[src/rtl/dft_uart_tx_scheduler.sv]
// Round-robin merge of PC-trace and V0-result words into a tagged FIFO, drained by a
// byte-serialising TX FSM that frames each word as SYNC, tag, data (MSB first) to the DFT UART.
module dft_uart_tx_scheduler #(
  parameter int         BIT_WIDTH   = 32,
  parameter int         FIFO_DEPTH  = 8,
  parameter logic [7:0] SYNC_BYTE   = 8'hA5,
  parameter int         ACK_TIMEOUT = 4
) (
  input  logic                        clk,
  input  logic                        rst,
  input  logic                        pc_valid,
  input  logic [BIT_WIDTH-1:0]        pc_data,
  output logic                        pc_ready,
  input  logic                        v0_valid,
  input  logic [BIT_WIDTH-1:0]        v0_data,
  output logic                        v0_ready,
  input  logic                        uart_busy,
  output logic                        uart_wr_i,
  output logic [7:0]                  uart_dat_i,
  output logic [$clog2(FIFO_DEPTH):0] fifo_count,
  output logic [15:0]                 tx_frames
);

  localparam int AW     = $clog2(FIFO_DEPTH);
  localparam int CW     = AW + 1;
  localparam int NBYTES = 2 + BIT_WIDTH / 8;
  localparam int BW     = $clog2(NBYTES);
  localparam int FW     = NBYTES * 8;
  localparam int TW     = (ACK_TIMEOUT > 1) ? $clog2(ACK_TIMEOUT) : 1;

  typedef enum logic [2:0] {S_IDLE, S_LOAD, S_SEND, S_ACK, S_DONE} state_t;

  // FIFO entry is {tag, data}; tag 0 = PC, 1 = V0
  logic [BIT_WIDTH:0]   r_mem [FIFO_DEPTH];
  logic [AW-1:0]        r_wr_ptr, r_rd_ptr;
  logic [CW-1:0]        r_count;
  logic                 r_rr_v0;

  state_t               r_state, w_state_next;
  logic [BW-1:0]        r_byte_idx, w_byte_idx_next;
  logic [TW-1:0]        r_timer, w_timer_next;
  logic                 r_wr, w_wr_next;
  logic [7:0]           r_dat, w_dat_next;
  logic [15:0]          r_frames, w_frames_next;
  logic [FW-1:0]        r_frame;

  logic                 w_full, w_empty, w_push, w_push_pc, w_push_v0, w_pop;
  logic                 w_shift, w_byte_done;
  logic [BIT_WIDTH:0]   w_push_word;

  assign w_full    = (r_count == CW'(FIFO_DEPTH));
  assign w_empty   = (r_count == '0);
  assign w_push_pc = pc_valid & pc_ready;
  assign w_push_v0 = v0_valid & v0_ready;
  assign w_push    = w_push_pc | w_push_v0;
  assign w_push_word = w_push_v0 ? {1'b1, v0_data} : {1'b0, pc_data};
  assign w_pop     = (r_state == S_LOAD);

  // Exactly one ready while not full, so at most one push per cycle
  always_comb begin
    pc_ready = 1'b0;
    v0_ready = 1'b0;
    if (!w_full) begin
      if (r_rr_v0) begin
        if (v0_valid) v0_ready = 1'b1;
        else          pc_ready = 1'b1;
      end else begin
        if (pc_valid) pc_ready = 1'b1;
        else          v0_ready = 1'b1;
      end
    end
  end

  always_ff @(posedge clk) begin
    if (w_push) r_mem[r_wr_ptr] <= w_push_word;
  end

  always_ff @(posedge clk) begin
    if (rst) begin
      r_wr_ptr <= '0;
      r_rd_ptr <= '0;
      r_count  <= '0;
      r_rr_v0  <= 1'b0;
    end else begin
      if (w_push) begin
        r_wr_ptr <= r_wr_ptr + AW'(1);
        r_rr_v0  <= w_push_pc;
      end
      if (w_pop) r_rd_ptr <= r_rd_ptr + AW'(1);
      case ({w_push, w_pop})
        2'b10:   r_count <= r_count + CW'(1);
        2'b01:   r_count <= r_count - CW'(1);
        default: r_count <= r_count;
      endcase
    end
  end

  // Frame register doubles as the registered RAM read; shifting left exposes the next byte
  always_ff @(posedge clk) begin
    if (r_state == S_LOAD)
      r_frame <= {SYNC_BYTE, 7'd0, r_mem[r_rd_ptr]};
    else if (w_shift)
      r_frame <= {r_frame[FW-9:0], 8'h00};
  end

  always_ff @(posedge clk) begin
    if (rst) begin
      r_state    <= S_IDLE;
      r_byte_idx <= '0;
      r_timer    <= '0;
      r_wr       <= 1'b0;
      r_dat      <= 8'h00;
      r_frames   <= 16'h0000;
    end else begin
      r_state    <= w_state_next;
      r_byte_idx <= w_byte_idx_next;
      r_timer    <= w_timer_next;
      r_wr       <= w_wr_next;
      r_dat      <= w_dat_next;
      r_frames   <= w_frames_next;
    end
  end

  always_comb begin
    w_state_next    = r_state;
    w_byte_idx_next = r_byte_idx;
    w_timer_next    = r_timer;
    w_wr_next       = 1'b0;
    w_dat_next      = r_dat;
    w_frames_next   = r_frames;
    w_shift         = 1'b0;
    w_byte_done     = 1'b0;
    case (r_state)
      S_IDLE: if (!w_empty) w_state_next = S_LOAD;
      S_LOAD: begin
        w_byte_idx_next = '0;
        w_state_next    = S_SEND;
      end
      S_SEND: if (!uart_busy) begin
        w_wr_next    = 1'b1;
        w_dat_next   = r_frame[FW-1 -: 8];
        w_timer_next = '0;
        w_state_next = S_ACK;
      end
      // A UART that never raises busy is treated as done after the timeout
      S_ACK: begin
        if (uart_busy)                          w_state_next = S_DONE;
        else if (r_timer == TW'(ACK_TIMEOUT-1)) w_byte_done  = 1'b1;
        else                                    w_timer_next = r_timer + TW'(1);
      end
      S_DONE: if (!uart_busy) w_byte_done = 1'b1;
      default: w_state_next = S_IDLE;
    endcase
    if (w_byte_done) begin
      if (r_byte_idx != BW'(NBYTES-1)) begin
        w_byte_idx_next = r_byte_idx + BW'(1);
        w_shift         = 1'b1;
        w_state_next    = S_SEND;
      end else begin
        w_frames_next = r_frames + 16'd1;
        w_state_next  = w_empty ? S_IDLE : S_LOAD;
      end
    end
  end

  assign uart_wr_i  = r_wr;
  assign uart_dat_i = r_dat;
  assign fifo_count = r_count;
  assign tx_frames  = r_frames;

endmodule

[config.mk]
export PLATFORM = sky130hd
export DESIGN_NAME = dft_uart_tx_scheduler
export DESIGN_NICKNAME = d
export VERILOG_FILES = /design/src/rtl/dft_uart_tx_scheduler.sv
export SDC_FILE = /design/constraint.sdc
export NUM_CORES = 1
export LEC_CHECK = 0
export ABC_CLOCK_PERIOD_IN_PS = 5450
export BUFFER_PORTS_ARGS = -buffer_cell sky130_fd_sc_hd__buf_2
export CAP_MARGIN = 30
export CORE_UTILIZATION = 40
export DETAILED_ROUTE_END_ITERATION = 8
export GPL_TIMING_DRIVEN = 0
export HOLD_SLACK_MARGIN = 0.05
export RECOVER_POWER = 100
export SYNTH_ARGS = -nofsm -noshare
export SYNTH_HDL_FRONTEND = slang
export SYNTH_SLANG_ARGS = --single-unit
[constraint.sdc]
create_clock -name clk -period 5.45 [get_ports clk]
set_input_delay 1.09 -clock clk [delete_from_list [all_inputs] [get_ports clk]]
set_output_delay 1.09 -clock clk [all_outputs]
set_load 0.1 [all_outputs]
# After elaboration in Yosys (flattened, before gate mapping)
# Memories as Yosys holds them, arrays and structs flattened. A register that Yosys moved wholly into a read port is not among the register bits.
# Index checks and enable logic that the tools add are counted.
[op_classes]
add_sub_neg = 7
eq_ne = 16
muxes = 36
n_bitwise = 6
reduce_logical = 10
[op_table]
columns = ["cell", "count"]
rows = [
  ["33-bit two-way mux", 3],
  ["3-bit two-way mux", 9],
  ["16-bit by 1-bit adder with 16-bit output, second input constant", 1],
  ["1-bit two-way mux", 16],
  ["3-bit one-hot mux with 5 select lines", 1],
  ["3-bit inequality test, second input constant", 4],
  ["3-bit by 1-bit adder with 3-bit output, second input constant", 3],
  ["2-bit two-way mux", 4],
  ["2-bit inequality test, second input constant", 4],
  ["4-bit one-hot mux with 2 select lines", 1],
  ["4-bit AND reduction", 2],
  ["3-bit by 2-bit == test with 1-bit output, second input constant", 2],
  ["2-bit nonzero test", 3],
  ["4-bit by 1-bit adder with 4-bit output, second input constant", 1],
  ["2-bit == test, second input constant", 2],
  ["4-bit == test, second input constant", 1],
  ["4-bit logical NOT", 1],
  ["2-bit one-hot mux with 2 select lines", 1],
  ["2-bit AND reduction", 2],
  ["4-bit by 1-bit subtractor with 4-bit output, second input constant", 1],
  ["3-bit by 1-bit == test with 1-bit output, second input constant", 1],
  ["3-bit == test, second input constant", 1],
  ["3-bit logical NOT", 1],
  ["1-bit inverter", 3],
  ["6 further kinds", 7],
]
[totals]
ff_bits = 92
ramBits = 264
input_bits = 69
output_inout_bits = 31
n_memories = 1
[memory_table]
columns = ["name", "depth", "word_bits", "read_ports", "rd_clocked_by_memory_dff", "wr", "line", "rtl"]
rows = [
  ["r_mem", 8, 33, 1, 1, 1, "34", "logic [BIT_WIDTH:0] r_mem [FIFO_DEPTH];"],
]

# Longest topological paths before layout
[logic_depth]
ltp_word = 7
mapped_depth = 13
depth_no_buf = 10

# Least setup slack after synthesis
# Ideal clock, no wire load.
[synth_timing]
path_type = "register to register"
from = "reg r_count[1], in the netlist fifo_count[1]"
to = "mem r_mem[0][0] (netlist name), enable pin"
arrival_time_ns = 4.242
required_ns = 4.986
slack_ns = 0.743
path_stages_with_launch = 7
path_buffers = 2
period_less_slack_ns = 4.707
path_cell_list = "dfxtp_1 -> buf_6 -> or4b_1 -> buf_2 -> o21ai_0 -> or2_2 -> nor3_1"
[synth_between]
elab_chain_len = 6
[synth_lines]
columns = ["element", "line", "rtl"]
rows = [
  ["start: declaration", "36", "logic [CW-1:0] r_count;"],
  ["start signal: assignment", "91", "2'b10: r_count <= r_count + CW'(1);"],
  ["start signal: assignment", "92", "2'b01: r_count <= r_count - CW'(1);"],
  ["start signal: assignment", "93", "default: r_count <= r_count;"],
  ["4-bit == test *", "51", "assign w_full = (r_count == CW'(FIFO_DEPTH));"],
  ["1-bit two-way mux", "63", "if (!w_full) begin"],
  ["1-bit bitwise AND, on equally long branches", "53, 54", ""],
  ["1-bit bitwise OR *", "55", "assign w_push = w_push_pc | w_push_v0;"],
  ["1-bit two-way mux *", "75", "if (w_push) r_mem[r_wr_ptr] <= w_push_word;"],
  ["1-bit two-way mux (not written as such) *", "75", ""],
  ["end: declaration", "34", ""],
]
# Every way passes the cells marked *; elsewhere a longest branch is shown, timed or not.

# Worst setup path after layout
[layout_timing]
from = "reg r_count[1], in the netlist fifo_count[1]"
to = "mem r_mem[3][27] (netlist name), enable pin"
# The elaborated chain is that of the path after synthesis.

==> insert_results.sql <==
INSERT INTO impl_metrics (metric_group, metric, value, unit) VALUES
('status', 'status', 'finished with violations', ''),
('status', 'failed_checks', 'max-capacitance violations, max-slew violations', ''),
('logic_synthesis', 'yosysMostFrequentCell', 'sky130_fd_sc_hd__edfxtp_1', ''),
('timing', 'setup_viol', '0', ''),
('logic_synthesis', 'synth_cell_types', '57', ''),
('clocking', 'ctsHtreeMaxLevel', '2', ''),
('die', 'die_width', '192', 'µm'),
('detailed_routing', 'drt-initial-drc-count', '547', ''),
('detailed_routing', 'dr_total_vias', '7739', ''),
('final_layout', 'final_layout_size_suffix_gt1_share', '19.4', '%'),
('placement', 'place_hpwl', '19.2', 'mm'),
('detailed_routing', 'routed.top_layer', 'met4', ''),
('logic_synthesis', 'yosysTopAreaCell', 'sky130_fd_sc_hd__edfxtp_1', ''),
('timing', 'finalMaxSlewViolations', '82', ''),
('detailed_routing', 'routedLengthMet1', '13.2', 'mm'),
('critical_path', 'worstPathMaxFanout', '17', ''),
('power', 'power.density', '458', 'nW/µm²'),
('timing', 'grt_setup_unrepaired', 'false', ''),
('clocking', 'cts_max_path_buffers', '3', ''),
('timing', 'fin_skew', '0.0259', 'ns'),
('die', 'start_util', '40.6', '%'),
('power', 'p_total', '7.65', 'mW'),
('grt', 'first_global_vias', '7698', ''),
('timing', 'worst-slew-pin-transition', '2.13', 'ns'),
('detailed_routing', 'drc', '0', ''),
('clocking', 'worst_setup_hold_path_clk_slew', '0.06', 'ns'),
('timing', 'hold_ws', '0.430', 'ns'),
('clocking', 'numCtsBuffers', '37', ''),
('die', 'placeableCoreArea', '35500', 'µm²'),
('clocking', 'cts_sinks', '359', ''),
('critical_path', 'timing.critical_path.required', '5.56', 'ns'),
('logic_synthesis', 'synth_seq_area_share', '70.5', '%'),
('critical_path', 'worst_path_largest_cell_delay', '1.37', 'ns'),
('critical_path', 'critical_path_class', 'flip-flop to flip-flop', ''),
('run', 'maxCapViolCount', '4', ''),
('placement', 'port-buffer-count', '99', ''),
('critical_path', 'worst_setup_path_start_kind', 'flip-flop', ''),
('placement', 'gp_congestion', '0.744', ''),
('clocking', 'ctsResizeCount', '0', ''),
('timing', 'period_minus_slack', '4.14', 'ns'),
('detailed_routing', 'dr_wl_met2', '14.5', 'mm'),
('logic_synthesis', 'syn-num-nets', '933', ''),
('logic_synthesis', 'average_footprint_of_a_synthesized_cell', '16.9', 'µm²'),
('logic_synthesis', 'ys_top_cells_by_count', '297 x sky130_fd_sc_hd__edfxtp_1, 71 x sky130_fd_sc_hd__nor2_1, 66 x sky130_fd_sc_hd__mux4_2', ''),
('detailed_routing', 'postRouteWirelength', '29.1', 'mm'),
('logic_synthesis', 'synth_cells', '855', ''),
('critical_path', 'worst_path_max_delay_cell', 'sky130_fd_sc_hd__nor2_1', ''),
('detailed_routing', 'detail_route.wl_per_cell', '19.4', 'µm'),
('detailed_routing', 'ant_nets', '0', ''),
('power', 'static-leakage-power', '5.42', 'nW'),
('critical_path', 'worst_setup_path_end_kind', 'flip-flop', ''),
('die', 'die_h', '192', 'µm'),
('grt', 'wire_length_of_the_first_global_routing_pass', '44.4', 'mm'),
('final_layout', 'fillers', '3085', ''),
('clocking', 'cts-hold-fix-buffers', '0', ''),
('hold_path', 'worst_hold_path_type', 'flip-flop to flip-flop', ''),
('timing', 'slew_headroom', '-42.5', '%'),
('final_layout', 'diodes', '0', ''),
('clocking', 'postCtsSetupBuffers', '0', ''),
('logic_synthesis', 'synth_top_area_share', '61.9', '%'),
('clocking', 'cts_root_buffer', 'sky130_fd_sc_hd__clkbuf_16', ''),
('critical_path', 'timing.critical_path.arrival', '4.25', 'ns'),
('detailed_routing', 'route.met3.wl', '1.01', 'mm'),
('logic_synthesis', 'synth_area_leaders', 'sky130_fd_sc_hd__edfxtp_1 62%, sky130_fd_sc_hd__mux4_2 10%, sky130_fd_sc_hd__dfxtp_1 8.6%', ''),
('grt', 'grt_max_degree', '25', ''),
('logic_synthesis', 'ys_seq_elements', '359', ''),
('logic_synthesis', 'post_synth_edffs', '297', ''),
('clocking', 'clock_insertion_delay_worst_skew', '0.53', 'ns'),
('die', 'placement_rows', '69', ''),
('critical_path', 'ordered_list_of_cells_on_the_worst_path', 'clkbuf_1, or4b_1, clkbuf_1, o211ai_1, nor2_1, clkbuf_1', ''),
('detailed_routing', 'route.detailed.vias_per_inst', '5.17', '');
## report_power, final
part | leakage, nW | switching [mW] | internal [mW]
Clock | 0.607 | 1.03 | 1.58
Sequential | 3.22 | 0.0938 | 3.36
Combinational | 1.59 | 0.988 | 0.599
## critical path, delay by kind of cell (launching register included)
kind,cells,cell delay [ns]
flip-flops,1,0.34
buffers and inverters,3,1.61
AND/OR/NAND/NOR,2,1.54
AO/OA/AOI/OAI,1,0.22
## registers in the layout (all words and copies together) (netlist names), named ones only
signal	count
r_byte_idx	3
r_wr_ptr	3
r_rr_v0	1
r_state	3
uart_dat_i	8
r_mem	264
fifo_count	4
r_timer	2
tx_frames	16
r_frame	48
r_rd_ptr	3
uart_wr_i	1
## metal layers
metal  track usage [%]  vias up
li1                  -     3651
met4              4.40        0
met2              27.4      154
met1              21.7     3898
met3              2.30       36
met5                 0        -
## layout by cell type (no fill, tap or decap), types with 9 or more instances in the layout
cell type / count
sky130_fd_sc_hd__mux2i_1: 36
sky130_fd_sc_hd__buf_2: 74
sky130_fd_sc_hd__mux4_2: 66
sky130_fd_sc_hd__ha_1: 9
sky130_fd_sc_hd__mux2_1: 32
sky130_fd_sc_hd__dfxtp_1: 62
sky130_fd_sc_hd__nor2_1: 71
sky130_fd_sc_hd__a21oi_1: 51
sky130_fd_sc_hd__nor3_1: 9
sky130_fd_sc_hd__nand2_1: 54
sky130_fd_sc_hd__edfxtp_1: 297
sky130_fd_sc_hd__clkbuf_1: 91
sky130_fd_sc_hd__nand3_1: 18
sky130_fd_sc_hd__clkbuf_16: 38
## cell families after synthesis
group / after synthesis / synth area share, %
flops: 359 / 70.5
xor+xnor: 11 / 0.668
mux: 137 / 15.5
compound gates: 88 / 3.94
simple gates: 198 / 6.60
fa+ha+maj: 9 / 0.781
buf+inv: 53 / 2.00
## worst paths after layout
path	startpoint	end	slack (ns)	cells after the start
hold / removal	r_frame[38]	r_frame[46]	0.43	2
hold reg to reg	r_frame[38]	r_frame[46]	0.43	2
setup / recovery	fifo_count[1]	r_mem[3][27]	1.31	6
setup reg to reg	fifo_count[1]	r_mem[3][27]	1.31	6
## metrics by stage
stage | setup slack (ns) | util (%) | cells | area, µm²
floorplan | 0.743 | - | 855 | 14400
global placement | -1.67 | 43.7 | 1415 | 15500
detailed placement | 1.96 | 44.5 | 1430 | 15800
CTS | 1.93 | 48.1 | 1497 | 17100
global route | 0.934 | 47.1 | 1497 | 16700
finish | 1.31 | 47.1 | 1497 | 16700
## area by class of cell
cell class                 count  area, µm²  area share, %
inverter                       3       11.3         0.0674
buffer                        50        199           1.19
tap                          461        577           3.45
clock buffer                  47        985           5.90
clock inverter                20        274           1.64
sequential                   359      10200           60.8
timing repair buffer         114        567           3.39
multi-input combinational    443       3930           23.5
Power figures use the tool's default switching activity.
